==> config.mk <==
export PLATFORM = sky130hd
export DESIGN_NAME = mac_seq
export DESIGN_NICKNAME = d
export VERILOG_FILES = /design/src/rtl/mac_seq.sv
export SDC_FILE = /design/constraint.sdc
export NUM_CORES = 1
export LEC_CHECK = 0
export ABC_AREA = 1
export CAP_MARGIN = 0
export CORE_MARGIN = 1.5
export CORE_UTILIZATION = 36
export CTS_CLUSTER_DIAMETER = 120
export DETAILED_ROUTE_END_ITERATION = 8
export MAX_ROUTING_LAYER = met4
export PLACE_DENSITY = 0.9
export SYNTH_ARGS = -nofsm -noshare
export SYNTH_HDL_FRONTEND = slang
export SYNTH_SLANG_ARGS = --single-unit
==> constraint.sdc <==
create_clock -name clk -period 1.65 [get_ports clk]
set_input_delay 0.4125 -clock clk [delete_from_list [all_inputs] [get_ports clk]]
set_output_delay 0.4125 -clock clk [all_outputs]
set_load 0.005 [all_outputs]
==> src/rtl/mac_seq.sv <==
// Dot-product sequencer: CLEAR, then MUL/MAC per operand pair, then SAT, two drain CLEARs and result capture.
// start->done is len+6 cycles plus one per operand bubble; op_ready only in OPS, and bubbles stall the datapath.
module mac_seq #(
  parameter int LEN_W = 8
) (
  input  logic             clk,
  input  logic             reset_n,
  input  logic             start,
  input  logic             mode,
  input  logic [LEN_W-1:0] len,
  input  logic             op_valid,
  output logic             op_ready,
  input  logic [15:0]      op_a,
  input  logic [15:0]      op_b,
  output logic [2:0]       mac_instr,
  output logic [15:0]      mac_mplier,
  output logic [15:0]      mac_mcand,
  output logic             mac_stall,
  input  logic [7:0]       mac_protect,
  input  logic [31:0]      mac_result,
  output logic             busy,
  output logic             done,
  output logic [31:0]      dot_result,
  output logic [7:0]       dot_protect
);

  typedef enum logic [2:0] {
    S_IDLE,
    S_CLR,
    S_OPS,
    S_SAT,
    S_DR1,
    S_DR2,
    S_CAP
  } state_t;

  localparam logic [1:0] OP_CLEAR = 2'b00;
  localparam logic [1:0] OP_MUL   = 2'b01;
  localparam logic [1:0] OP_MAC   = 2'b10;
  localparam logic [1:0] OP_SAT   = 2'b11;

  state_t           state;
  state_t           state_nxt;
  logic             mode_q;
  logic [LEN_W-1:0] cnt;
  logic             first_q;
  logic             xfer;

  assign xfer = (state == S_OPS) && op_valid;
  assign busy = (state != S_IDLE);

  always_ff @(posedge clk) begin
    if (!reset_n) begin
      state       <= S_IDLE;
      mode_q      <= 1'b0;
      cnt         <= '0;
      first_q     <= 1'b0;
      done        <= 1'b0;
      dot_result  <= '0;
      dot_protect <= '0;
    end else begin
      state <= state_nxt;
      done  <= (state == S_CAP);
      if (state == S_IDLE && start) begin
        mode_q <= mode;
        cnt    <= len;
      end
      // The first accepted pair must overwrite the cleared accumulator (MUL), later ones accumulate.
      if (state == S_CLR) begin
        first_q <= 1'b1;
      end
      if (xfer) begin
        cnt     <= cnt - LEN_W'(1);
        first_q <= 1'b0;
      end
      if (state == S_CAP) begin
        dot_result  <= mac_result;
        dot_protect <= mac_protect;
      end
    end
  end

  always_comb begin
    state_nxt  = state;
    mac_instr  = {mode_q, OP_CLEAR};
    mac_stall  = 1'b1;
    op_ready   = 1'b0;
    mac_mplier = '0;
    mac_mcand  = '0;
    case (state)
      S_IDLE: begin
        mac_instr = 3'b000;
        if (start) begin
          state_nxt = S_CLR;
        end
      end
      S_CLR: begin
        mac_stall = 1'b0;
        state_nxt = (cnt == '0) ? S_SAT : S_OPS;
      end
      S_OPS: begin
        op_ready   = 1'b1;
        mac_mplier = op_a;
        mac_mcand  = op_b;
        mac_instr  = {mode_q, first_q ? OP_MUL : OP_MAC};
        mac_stall  = ~op_valid;
        if (op_valid && cnt == LEN_W'(1)) begin
          state_nxt = S_SAT;
        end
      end
      S_SAT: begin
        mac_instr = {mode_q, OP_SAT};
        mac_stall = 1'b0;
        state_nxt = S_DR1;
      end
      // Two drain CLEARs push the SAT value out of the datapath queue and leave it cleared.
      S_DR1: begin
        mac_stall = 1'b0;
        state_nxt = S_DR2;
      end
      S_DR2: begin
        mac_stall = 1'b0;
        state_nxt = S_CAP;
      end
      S_CAP: begin
        state_nxt = S_IDLE;
      end
      default: begin
        state_nxt = S_IDLE;
      end
    endcase
  end

endmodule

==> flow_summary.ini, run 1 <==
[timing]
rsz0062_at_grt = true
drv_slew = 0
fin_crit_sh_pct = 108.8
finalSetupViolations = 35
skew_ns = 0.006240
finalCriticalPeriod_ns = 1.796
finalWorstSetupSlack_ns = -0.1457
fmax_ghz = 0.5569
relSlewSlack_pct = 55.58
max_slew.worst_pin.slew_ns = 0.6653
hold_violations = 0

[worst_setup_path]
cp.required_ns = 1.24
path_max_fanout = 9
cp_num_buf_inv = 5
crit_chain = inv_2 > nand2_4 > nor2_4 > buf_6 > inv_8 > buf_16 > nor2_1 > buf_2
slowest_stage = dfxtp_2
crit_type = flop to output port
slowest_delay_ns = 0.33
cpLargestDelayFamily = buffers and inverters
worst_setup_path_end_kind = output port
start_kind = flop
arrival_ns = 1.38

[outcome]
outcome = finished, violations left
violations = negative setup slack

[global_route]
antenna_found_initial = 0
grt_pass1_wl_mm = 12.55
grt_usage_pct = 21.53
first_global_vias = 2833
grt_overflow_total = 0
grt_max_degree = 42

[job]
cap_violations = 0

[cts]
cts_tree = yes
clock_path_buffers = 2
htree_levels = 2
cts_hold_buf = 0
root_buffer = clkbuf_8
insertion_delay_ns = 0.30
cts-buffers-inserted = 5
clk_pin_slew_worst_paths_ns = 0.10
cts_sinks = 54

[floorplan]
die_x_um = 86.48
ios = 164
start_util_pct = 37.13
dieArea_um2 = 7478
rows = 30
die_h_um = 86.48
coreArea_um2 = 6756

[placement]
io_buffers = 163
gp_congestion = 0.9109
dpl_cell_area_um2 = 4328
hpwl_mm = 6.120
dpl_worst_slack_ns = -0.4786

[pwr]
report.power.total_w = 0.003457
vdd_drop_max_mv = 0.3764
power_density_nw_per_um2 = 781.9
p_leak_nw = 2.108

[layout]
diodes = 0
design_area_um2 = 4422
nFillCells = 569
fin_nets = 641
area_growth_pct = 76.26
layout-drive-gt1-share_pct = 20.22

[synthesis]
synth_fp_nets = 462
synth_seq_cells = 54
yosysWarnings = 0
syn-cell-area_um2 = 2509
synth_area_per_cell_um2 = 6.708
ys_seq_area_share_pct = 43.09
synthCells = 374
synth_cell_type_count = 28

[drt]
met3_length_um = 749
drtPass1Iterations = 4
wl_met2_mm = 4.090
dr.first_iter.drc_count = 175
drtAntennaViolNets = 0
vias = 2971
drc = 0
top_layer = met4
viasPerCell = 4.686
wire_per_inst_um = 12.79
wl_mm = 8.111
drt-met1-wl_mm = 3.104

[worst_hold_path]
hold_class = flop to flop
==> worst paths after layout <==
check | start | endpoint | slack [ns] | cells past startpoint
max reg2reg | state[2] | dot_protect[5] | 0.17 | 6
min reg2reg | mode_q | mode_q | 0.47 | 2
min | mode_q | mode_q | 0.47 | 2
max | state[0] | mac_mcand[0] | -0.15 | 8
==> cell families after synthesis <==
group	count (synthesis)	share of synthesized area, %
fa+ha+maj	3	1.496
buf+inv	70	11.62
simple gates	183	30.47
compound gates	64	13.32
flops	54	43.09
==> worst reg2reg max path, delay by kind of cell, from the launching register on <==
| family | cells | cell delay [ns] |
|---|---|---|
| buffers and inverters | 2 | 0.63 |
| AND/OR/NAND/NOR | 4 | 0.44 |
| flip-flops | 1 | 0.34 |
==> metal layers <==
layer / vias up / global-route usage [%]
li1: 1500 / -
met1: 1321 / 22.53
met2: 135 / 39.28
met3: 15 / 6.095
met4: 0 / 6.158
met5: - / -
==> cell usage in the layout (no fill, tap or decap), types with 2 or more instances in the layout <==
cell	instances
nand2_2	2
dfxtp_1	51
nand3_1	7
buf_6	2
ha_1	3
nand2_4	3
buf_4	21
clkbuf_8	6
a31oi_1	2
o21ai_1	16
o211ai_1	2
nor2_2	15
nand4_1	2
clkdlybuf4s50_1	124
buf_12	3
nand2_1	32
inv_1	46
inv_2	5
dfxtp_2	3
nor2_1	109
a21oi_1	8
o21ai_0	34
buf_2	35
nor2_4	9
==> sequential cells by signal (all words and copies together), names as in the netlist <==
| name | cells |
|---|---|
| done | 1 |
| cnt | 8 |
| mode_q | 1 |
| state | 3 |
| dot_result | 32 |
| dot_protect | 8 |
| first_q | 1 |
==> cell usage after synthesis <==
| cell | instances | area [um2] |
|---|---|---|
| a211oi_1 | 1 | 7.510 |
| a21oi_1 | 8 | 40.04 |
| a21oi_2 | 1 | 8.760 |
| a31oi_1 | 2 | 12.51 |
| buf_2 | 8 | 40.04 |
| buf_4 | 3 | 22.52 |
| buf_6 | 1 | 11.26 |
| clkbuf_1 | 5 | 18.77 |
| clkinv_1 | 1 | 3.750 |
| dfxtp_1 | 54 | 1081 |
| ha_1 | 3 | 37.54 |
| inv_1 | 49 | 183.9 |
| inv_2 | 3 | 11.26 |
| nand2_1 | 32 | 120.1 |
| nand2_2 | 3 | 18.77 |
| nand2_4 | 2 | 22.52 |
| nand3_1 | 7 | 35.03 |
| nand3_4 | 1 | 17.52 |
| nand3b_1 | 1 | 7.510 |
| nand4_1 | 2 | 12.51 |
| nor2_1 | 129 | 484.2 |
| nor2_2 | 2 | 12.51 |
| nor2_4 | 2 | 22.52 |
| nor3_1 | 1 | 5.000 |
| o211ai_1 | 2 | 15.01 |
| o21ai_0 | 37 | 185.2 |
| o21ai_1 | 13 | 65.06 |
| or2_2 | 1 | 6.260 |
==> where the power goes <==
group	switching, W	internal, W
clock	0.000430	0.000348
combinational	0.000606	0.000645
sequential	0.0000513	0.00138
==> stage by stage <==
stage	TNS (ns)	instances	utilization, %	hold WS [ns]
floorplan	0	374	-	0.4302
global placement	-9.042	619	64.06	0.4423
detailed placement	-9.963	619	64.06	0.4609
CTS	-4.976	633	64.54	0.4751
global route	-6.931	634	65.44	0.5041
finish	-4.380	634	65.44	0.4706
==> area by class of cell <==
cell class                 instances  area (um2)  area share [%]
multi-input combinational        250        1226           27.73
clock inverter                     1       8.758          0.1981
tap                               80       100.1           2.264
inverter                          53       206.4           4.669
timing repair buffer             189        1709           38.65
sequential                        54        1085           24.53
clock buffer                       7       86.33           1.952
==> what timing repair did <==
action / in CTS / in global routing
endpoints found under the setup margin: 38 / 38
buffers inserted: 5 / 1
cloned: 1 / 0
gates resized for setup: 174 / 17
pin swaps: 6 / 1
Power figures use the tool's default switching activity.
==> inputs of run 2 (changes only) <==
Settings changed: CELL_PAD_IN_SITES_DETAIL_PLACEMENT from default to 1, CELL_PAD_IN_SITES_GLOBAL_PLACEMENT from default to 1, CORE_MARGIN 1.5 to 1, CORE_UTILIZATION 36 to 23, PLACE_DENSITY 0.9 to 0.89.
==> run 2 against run 1 <==
  * Count of clock-buffer cells in the layout is the same
  * Setup slack worse by 0.011 ns
  * Final area grew 3.8%
  * Sequential share of layout area fell by 0.92 points
  * The flow still finishes with violations (negative setup slack)
  * First-iteration DRC count is 45% lower
  * Routed wire length rose by 29%
  * Clock skew rose by 0.0065 ns
  * Die area up 51%
  * Highest routed layer unchanged
  * Core utilization is 22 points lower
  * Critical path type unchanged
  * Critical path depth fell by 1
  * Worst hold slack improved by 0.013 ns
  * Clock power is 9.9% lower
==> flow_summary.ini, run 2 (synthesized netlist as in run 1, its figures left out) <==
[global_route]
first_global_vias = 3357
grt_use_met3_pct = 4.660
top_usage_layer = met2
use_met2_pct = 36.41
antenna_found_initial = 1
grt_max_degree = 42
gr-usage-met1_pct = 19.18
grt_overflow_total = 0
grt_usage_pct = 18.86
grt_pass1_wl_mm = 16.51

[floorplan]
rows = 37
ios = 164
dieArea_um2 = 11330
start_util_pct = 23.98
coreArea_um2 = 10460
die_x_um = 106.4
die_h_um = 106.4

[drt]
drtAntennaViolNets = 0
drtPass1Iterations = 4
wl_mm = 10.44
viasPerCell = 4.432
drc = 0
wire_per_inst_um = 14.99
dr.first_iter.drc_count = 97
vias = 3085

[timing]
finalSetupViolations = 36
finalWorstSetupSlack_ns = -0.1568
fin_tns_setup_ns = -3.455
rsz0062_at_grt = true
relSlewSlack_pct = 69.73
finalCriticalPeriod_ns = 1.807
skew_ns = 0.01275
max_slew.worst_pin.slew_ns = 0.4540
hold_violations = 0
drv_slew = 0
fmax_ghz = 0.5535
holdWs_ns = 0.4834
fin_crit_sh_pct = 109.5

[pwr]
vdd_drop_max_mv = 0.3120
p_leak_nw = 2.131
power_density_nw_per_um2 = 772.5
report.power.total_w = 0.003545

[layout]
layout-drive-gt1-share_pct = 22.00
reg_top3 = dot_result: 32 flops, cnt: 8 flops, dot_protect: 8 flops
largest_reg_flops = 32
nFillCells = 1303
layout_common_cells = clkdlybuf4s50_1 (124), nor2_1 (108), dfxtp_1 (52)
final_common_cell = clkdlybuf4s50_1
largest_register = dot_result
design_area_um2 = 4589
fin_nets = 647
area_growth_pct = 82.94

[placement]
dpl_cell_area_um2 = 4400
dpl_worst_slack_ns = -0.4660
gp_congestion = 0.8542
io_buffers = 163
hpwl_mm = 7.806

[cts]
htree_levels = 2
cts-buffers-inserted = 5
cts_tree = yes
clk_pin_slew_worst_paths_ns = 0.10
root_buffer = clkbuf_8
cts_sinks = 54
clock_path_buffers = 2
insertion_delay_ns = 0.30

[worst_setup_path]
cp.required_ns = 1.24
worst_setup_path_end_kind = output port
arrival_ns = 1.39
slowest_delay_ns = 0.34
start_kind = flop
path_max_fanout = 5
crit_chain = inv_2 > nand2_4 > nor2_4 > inv_6 > buf_4 > o21ai_2 > buf_2
slowest_stage = dfxtp_2
crit_type = flop to output port

[outcome]
outcome = finished, violations left
violations = negative setup slack

[job]
cap_violations = 0

[worst_hold_path]
hold_class = flop to flop
## run 2: power breakdown
part,internal (W),switching (W),total (W)
Clock,0.000294,0.000407,0.000701
Combinational,0.000719,0.000694,0.00141
Sequential,0.00138,0.0000552,0.00143
## run 2: final cells by class
| cell class | count | area (um2) | share of cell area (%) |
|---|---|---|---|
| multi-input combinational | 250 | 1274 | 27.75 |
| tap | 136 | 170.2 | 3.708 |
| timing repair buffer | 195 | 1777 | 38.71 |
| antenna | 1 | 2.502 | 0.05453 |
| clock buffer | 7 | 76.32 | 1.663 |
| inverter | 53 | 206.4 | 4.498 |
| sequential | 54 | 1084 | 23.61 |
## run 2: critical path, delay by kind of cell, from the launching register on
family / cells / cell delay [ns]
buf+inv: 4 / 0.42
flops: 1 / 0.34
simple gates: 2 / 0.19
compound gates: 1 / 0.14
## run 2: timing repair
action / CTS / global route
setup buffers: 7 / 3
pin swaps: 6 / 1
hold buffers: 0 / 0
gates cloned: 2 / 0
endpoints found under the setup margin: 38 / 69
gates resized for setup: 189 / 17
## run 2: worst paths after layout
path | startpoint | end | slack, ns | cells past startpoint
worst min register to register | mode_q | mode_q | 0.48 | 2
worst min-delay path | mode_q | mode_q | 0.48 | 2
worst max-delay path | state[0] | mac_instr[1] | -0.16 | 7
worst max register to register | state[0] | cnt[5] | 0.07 | 12
## run 2: through the flow
| step | instances | util (%) |
|---|---|---|
| floorplan | 374 | - |
| global placement | 677 | 42.06 |
| detailed placement | 677 | 42.06 |
| CTS | 692 | 43.21 |
| global route | 696 | 43.87 |
| finish | 696 | 43.87 |
## run 2: routing by layer
layer  vias up  share of wire (%)
li1       1511                  -
met1      1447                 38
met2       122                 54
met3         5                7.8
met4         0               0.45
met5         -                  0
==> inputs of run 3 (changes only) <==
Settings changed: CORE_UTILIZATION 23 to 25, PLACE_DENSITY 0.89 to 0.95.
Clock period 1.65 ns to 2.1 ns, I/O delays scaled along.
==> run 3 against run 2 <==
  * Cell count fell by 3.0%
  * Combinational power fell by 34%
  * Global-route usage fell by 0.36 points
  * Setup slack improved by 0.23 ns
  * Die area fell by 7.9%
  * The run now ends clean
  * Flip-flop and latch count did not move
  * Critical endpoint is now op_ready
  * Clock skew fell by 0.0070 ns
  * Worst hold slack got worse by 0.012 ns
  * Core utilization rose by 1.8 points
  * Routed wire length fell by 8.5%
==> flow_summary.ini, run 3 (synthesized netlist as in run 1, its figures left out) <==
[outcome]
outcome = finished, final reports clean

[drt]
vias = 2989
wire_per_inst_um = 14.14
dr.first_iter.drc_count = 89
drtPass1Iterations = 4
viasPerCell = 4.428
drtAntennaViolNets = 0
wl_mm = 9.544
drc = 0

[floorplan]
die_x_um = 102.2
start_util_pct = 25.78
dieArea_um2 = 10440
coreArea_um2 = 9729
ios = 164
rows = 36
die_h_um = 102.2

[job]
cap_violations = 0

[layout]
largest_register = dot_result
multi_input_comb_area_um2 = 1154
fin_nets = 629
layout_common_cells = nor2_1 (126), clkdlybuf4s50_1 (126), dfxtp_1 (52)
stdcell_count = 675
design_area_um2 = 4443
largest_reg_flops = 32
reg_top3 = dot_result: 32 flops, cnt: 8 flops, dot_protect: 8 flops
layout-drive-gt1-share_pct = 9.779
diodes = 0
nFillCells = 1214
area_growth_pct = 77.11
regArea_um2 = 1084

[cts]
cts_sinks = 54
cts_tree = yes
clk_pin_slew_worst_paths_ns = 0.10
htree_levels = 2
cts-buffers-inserted = 5
clock_path_buffers = 2
cts_hold_buf = 0
insertion_delay_ns = 0.30
root_buffer = clkbuf_8

[pwr]
power_density_nw_per_um2 = 619.5
vdd_drop_max_mv = 0.3120
p_leak_nw = 2.071
report.power.total_w = 0.002753

[global_route]
grt_usage_pct = 18.50
antenna_found_initial = 0
grt_overflow_total = 0
grt_max_degree = 42
grt_pass1_wl_mm = 14.67
first_global_vias = 3041

[placement]
placedCellCount = 664
gp_congestion = 0.8838
dpl_cell_area_um2 = 4322
hpwl_mm = 7.421
io_buffers = 163

[worst_setup_path]
crit_chain = inv_2 > nand2_4 > nor2_4 > buf_4 > clkdlybuf4s50_1
reg2reg_from = state[2]
worst_setup_path_end_kind = output port
r2r-end = dot_result[28]
arrival_ns = 1.50
path_max_fanout = 2
slowest_delay_ns = 0.49
r2r_slack_ns = 0.64
cp.required_ns = 1.57
start_kind = flop
slowest_stage = clkdlybuf4s50_1
crit_type = flop to output port
rr_worst_depth = 6

[worst_hold_path]
hold_path_startpoint = mode_q
hold_class = flop to flop
holdPathEnd = mode_q
hold_depth = 2

[timing]
finalSetupViolations = 0
hold_violations = 0
finalCriticalPeriod_ns = 2.023
fin_tns_setup_ns = 0
fin_crit_sh_pct = 96.32
drv_slew = 0
fmax_ghz = 0.4944
holdWs_ns = 0.4715
skew_ns = 0.005770
relSlewSlack_pct = 52.60
max_slew.worst_pin.slew_ns = 0.7110
rsz0062_at_grt = false
==> run 3: changes by cell type in the layout (fill, tap and decap cells not counted), sizes merged <==
| cell | previous run | this run |
|---|---|---|
| dlygate4sd2 | 1 | 18 |
| clkdlybuf4s50 | 124 | 126 |
| clkdlybuf4s15 | 1 | 12 |
| buf | 68 | 14 |
| clkinvlp | 0 | 1 |
| bufinv | 0 | 1 |
| clkbuf | 8 | 13 |
| diode | 1 | 0 |
==> run 3: area by class of cell <==
| cell class | count | share of cell area, % |
|---|---|---|
| Tap cell | 133 | 3.745 |
| Sequential cell | 54 | 24.39 |
| Multi-Input combinational cell | 250 | 25.96 |
| Inverter | 53 | 4.534 |
| Timing Repair Buffer | 177 | 38.89 |
| Clock buffer | 6 | 1.633 |
| Clock inverter | 2 | 0.8448 |
==> run 3: per-layer routing <==
layer / vias up / share of wire, % / GRT usage [%] / wire length (um)
met1: 1390 / 38 / 19.42 / 3624
met2: 119 / 52 / 34.28 / 4983
met5: - / 0 / - / 0
met4: 0 / 0.49 / 3.516 / 47
li1: 1474 / - / - / -
met3: 6 / 9.3 / 5.404 / 889
==> run 3: how the worst max path moves through the flow <==
stage | startpoint | to | slack (ns) | depth (start not counted)
6_report | state[0] | op_ready | 0.08 | 5
5_1_grt | op_valid | mac_stall | 0.00006 | 5
4_1_cts | state[0] | mac_mcand[8] | 0.003 | 7
3_5_place_dp | op_valid | mac_stall | -0.23 | 5
3_3_place_gp | op_valid | mac_stall | -0.22 | 5
2_1_floorplan | state[0] | mac_mcand[0] | 0.57 | 6
==> run 3: power by group <==
group / switching (W) / internal (W) / leakage [nW]
Combinational: 0.000458 / 0.000467 / 1.58
Clock: 0.000347 / 0.000356 / 0.0514
Sequential: 0.0000430 / 0.00108 / 0.438
Total: 0.000848 / 0.00190 / 2.07
==> run 3: worst max-delay path: cells and delay by family, from the launching register on <==
family / cells / cell delay [ns]
buffers and inverters: 3 / 0.68
DFF: 1 / 0.34
and+or+nand+nor: 2 / 0.17
==> run 3: per-stage QoR <==
step | util [%] | setup WS, ns
after global placement | 44.42 | -0.2161
after CTS | 45.94 | 0.003293
after detailed placement | 44.42 | -0.2328
after floorplan | - | 0.5718
final | 45.67 | 0.07737
after global routing | 45.67 | 0.00006295
==> run 3: timing repair <==
action / 4_1_cts / 5_1_grt
pin swaps: 2 / 0
cloned: 1 / 0
setup buffers: 2 / 0
gates resized for setup: 62 / 16
setup endpoints to repair: 37 / 29
==> variant, RTL diff (config.mk and constraints of run 1) <==
`LEN_W`: 8 -> 4.
--- a/src/rtl/mac_seq.sv
+++ b/src/rtl/mac_seq.sv
@@ -3,3 +3,3 @@
 module mac_seq #(
-  parameter int LEN_W = 8
+  parameter int LEN_W = 4
 ) (
Ports: changed (resized len); port bits go from 164 to 160. No check against the original RTL was run, so the function may have changed too.
==> variant against run 1 <==
- the run still ends with setup timing left
- die area shrank 12%
- synthesized area shrank 12%
- clock power shrank 16%
- synthesized cell count shrank 12%
- sequential cell count shrank 4
- critical path depth shrank 1
- sequential share of layout area shrank 0.43 points
- sequential power shrank 8%
- wire length shrank 3.1%
- worst setup slack lost 74 ps
- total power shrank 10%
- final area shrank 5.7%
- global-route usage grew 0.28 points
- critical path type unchanged
==> variant: results <==
group,metric,value,unit
global_routing,grt_pass1_vias,2492,
place,gp_congestion,0.8512,
place,hpwlAfterDp,5524,um
worst_hold_path,min_path_cells,2,
worst_hold_path,hp-start,"mode_q$_SDFFE_PN0P_",
synth,synthXorXnorAreaFrac,0,%
worst_hold_path,min_to,"mode_q$_SDFFE_PN0P_",
timing,worst_pin_slew,286.7,ps
global_routing,grt_first_pass_wirelength,10910,um
synth,synth_nets,413,
synth,synth_common_cells,"nor2_1 (118), dfxtp_1 (50), inv_1 (49)",
run_status,violations,"setup timing",
finish,drive_gt1_share,22.77,%
timing,setup_slack,-219.5,ps
worst_setup_path,r2r_start,"state[1]$_SDFFE_PN0P_",
synth,synth-adder-area-share,1.703,%
global_routing,grt_max_degree,27,
pwr,p_switching,0.9385,mW
run_status,status,"finished with violations",
global_routing,grt_usage,21.81,%
clock_network,clk-insertion-delay-late,290,ps
worst_setup_path,worst_r2r_path_depth,8,
clock_network,cts_buffer_depth,2,
worst_setup_path,cp_max_fo,8,
worst_setup_path,arrival,1460,ps
drt,drt_iter0_markers,110,
synth,ys_seq_area_share,45.40,%
clock_network,cts_made_buffers,5,
global_routing,antenna_found_initial,0,
drt,dr.pass1.iters,4,
synth,yosys-top-cells-area,"dfxtp_1 (45%), nor2_1 (20%), o21ai_0 (10%), inv_1 (8.3%), nand2_1 (3.1%)",
pwr,peakVddDrop,527.3,uV
finish,nets,589,
worst_setup_path,ff2ff_setup_slack,210,ps
finish,top_regs,"dot_result: 32 flops, dot_protect: 8 flops, cnt: 4 flops",
pwr,leakagePower,2.000,nW
finish,n_fill_cell,472,
synth,synth_compound_area_share,13.85,%
timing,setup_viol,35,
synth,synth-async-reset-ratio,0,%
synth,synth.distinct_cells,19,
finish,num_antenna_cells,0,
drt,totalWireLength,7857,um
place,portBuffers,159,
synth,ys_warn_count,0,
timing,hold_ws,465.5,ps
worst_hold_path,min_path_type,"register to register",
timing,fin_worst_skew,6.668,ps
clock_network,clkTransAtPathRegs,90,ps
worst_setup_path,r2r_end,"dot_result[27]$_SDFFE_PN0P_",
drt,vias_per_cell,4.647,
variant: cell types whose count changed after synthesis, sizes merged, moves of 2 or more:
cell | run 1 | this run
clkbuf | 5 | 3
nor2 | 133 | 122
a21oi | 9 | 7
dfxtp | 54 | 50
nand2 | 37 | 18
a31oi | 2 | 0
variant: logic make-up (layout without fill, tap and decap cells):
family / count (synthesis) / in the layout
AND/OR/NAND/NOR: 149 / 149
AO/OA/AOI/OAI: 60 / 60
flip-flops: 50 / 50
adder cells (fa/ha/maj): 3 / 3
buffers and inverters: 67 / 243
variant: worst max path at each step:
stage | startpoint | to | slack, ps | cells past startpoint
global placement | op_valid | mac_stall | -410 | 5
floorplan | state[2]$_SDFFE_PN0P_ | mac_mcand[0] | 250 | 6
detailed placement | op_valid | mac_stall | -400 | 5
global route | state[2]$_SDFFE_PN0P_ | mac_mcand[13] | -300 | 7
CTS | state[2]$_SDFFE_PN0P_ | mac_mcand[11] | -160 | 7
finish | state[2]$_SDFFE_PN0P_ | mac_mcand[13] | -220 | 7
variant: area by class of cell:
class                      instances  area (um^2)  share of cell area [%]
clock buffer                       7        76.32                   1.831
inverter                          51        196.4                   4.713
multi-input combinational        212         1101                   26.42
sequential                        50         1005                   24.11
tap                               75        93.84                   2.252
timing repair buffer             185         1695                   40.68
variant: critical path: stages, from the launching register on:
cell and delay [ps]:
dfxtp_2 330, inv_2 70, nand2_4 60, nor2_4 110, clkinv_4 120, clkbuf_16 190
nor2_1 130, buf_2 150
variant: what timing repair did:
action                                  4_1_cts  5_1_grt
pin swaps                                     4        5
resized for setup                           166       49
endpoints found under the setup margin       38       38
setup buffers                                 6        2
cloned                                        1        2
variant: metal layers:
metal  global-route usage (%)  share of wire [%]
met3                    6.292                8.3
met4                    6.724               0.79
met5                        -                  0
met1                    21.89                 38
met2                    40.50                 53
variant: per-stage QoR:
step	cells	TNS [ps]	utilization, %	cell area, um^2	setup WS, ps
floorplan	329	0	-	2205	249.8
global placement	566	-8950	66.93	3963	-406.4
detailed placement	566	-9450	66.93	3963	-403.8
CTS	578	-2419	67.33	3986	-163.0
global route	580	-7279	70.39	4168	-303.8
finish	580	-4117	70.39	4168	-219.5
variant: power by group through the flow:
stage	Clock [mW]	Combinational [mW]	Sequential, mW
6_report	0.656	1.14	1.31
5_1_grt	0.729	1.25	1.31
4_1_cts	0.682	0.993	1.30
3_5_place_dp	0	0.987	1.33
3_3_place_gp	0	0.961	1.32
2_1_floorplan	0	0.371	1.33
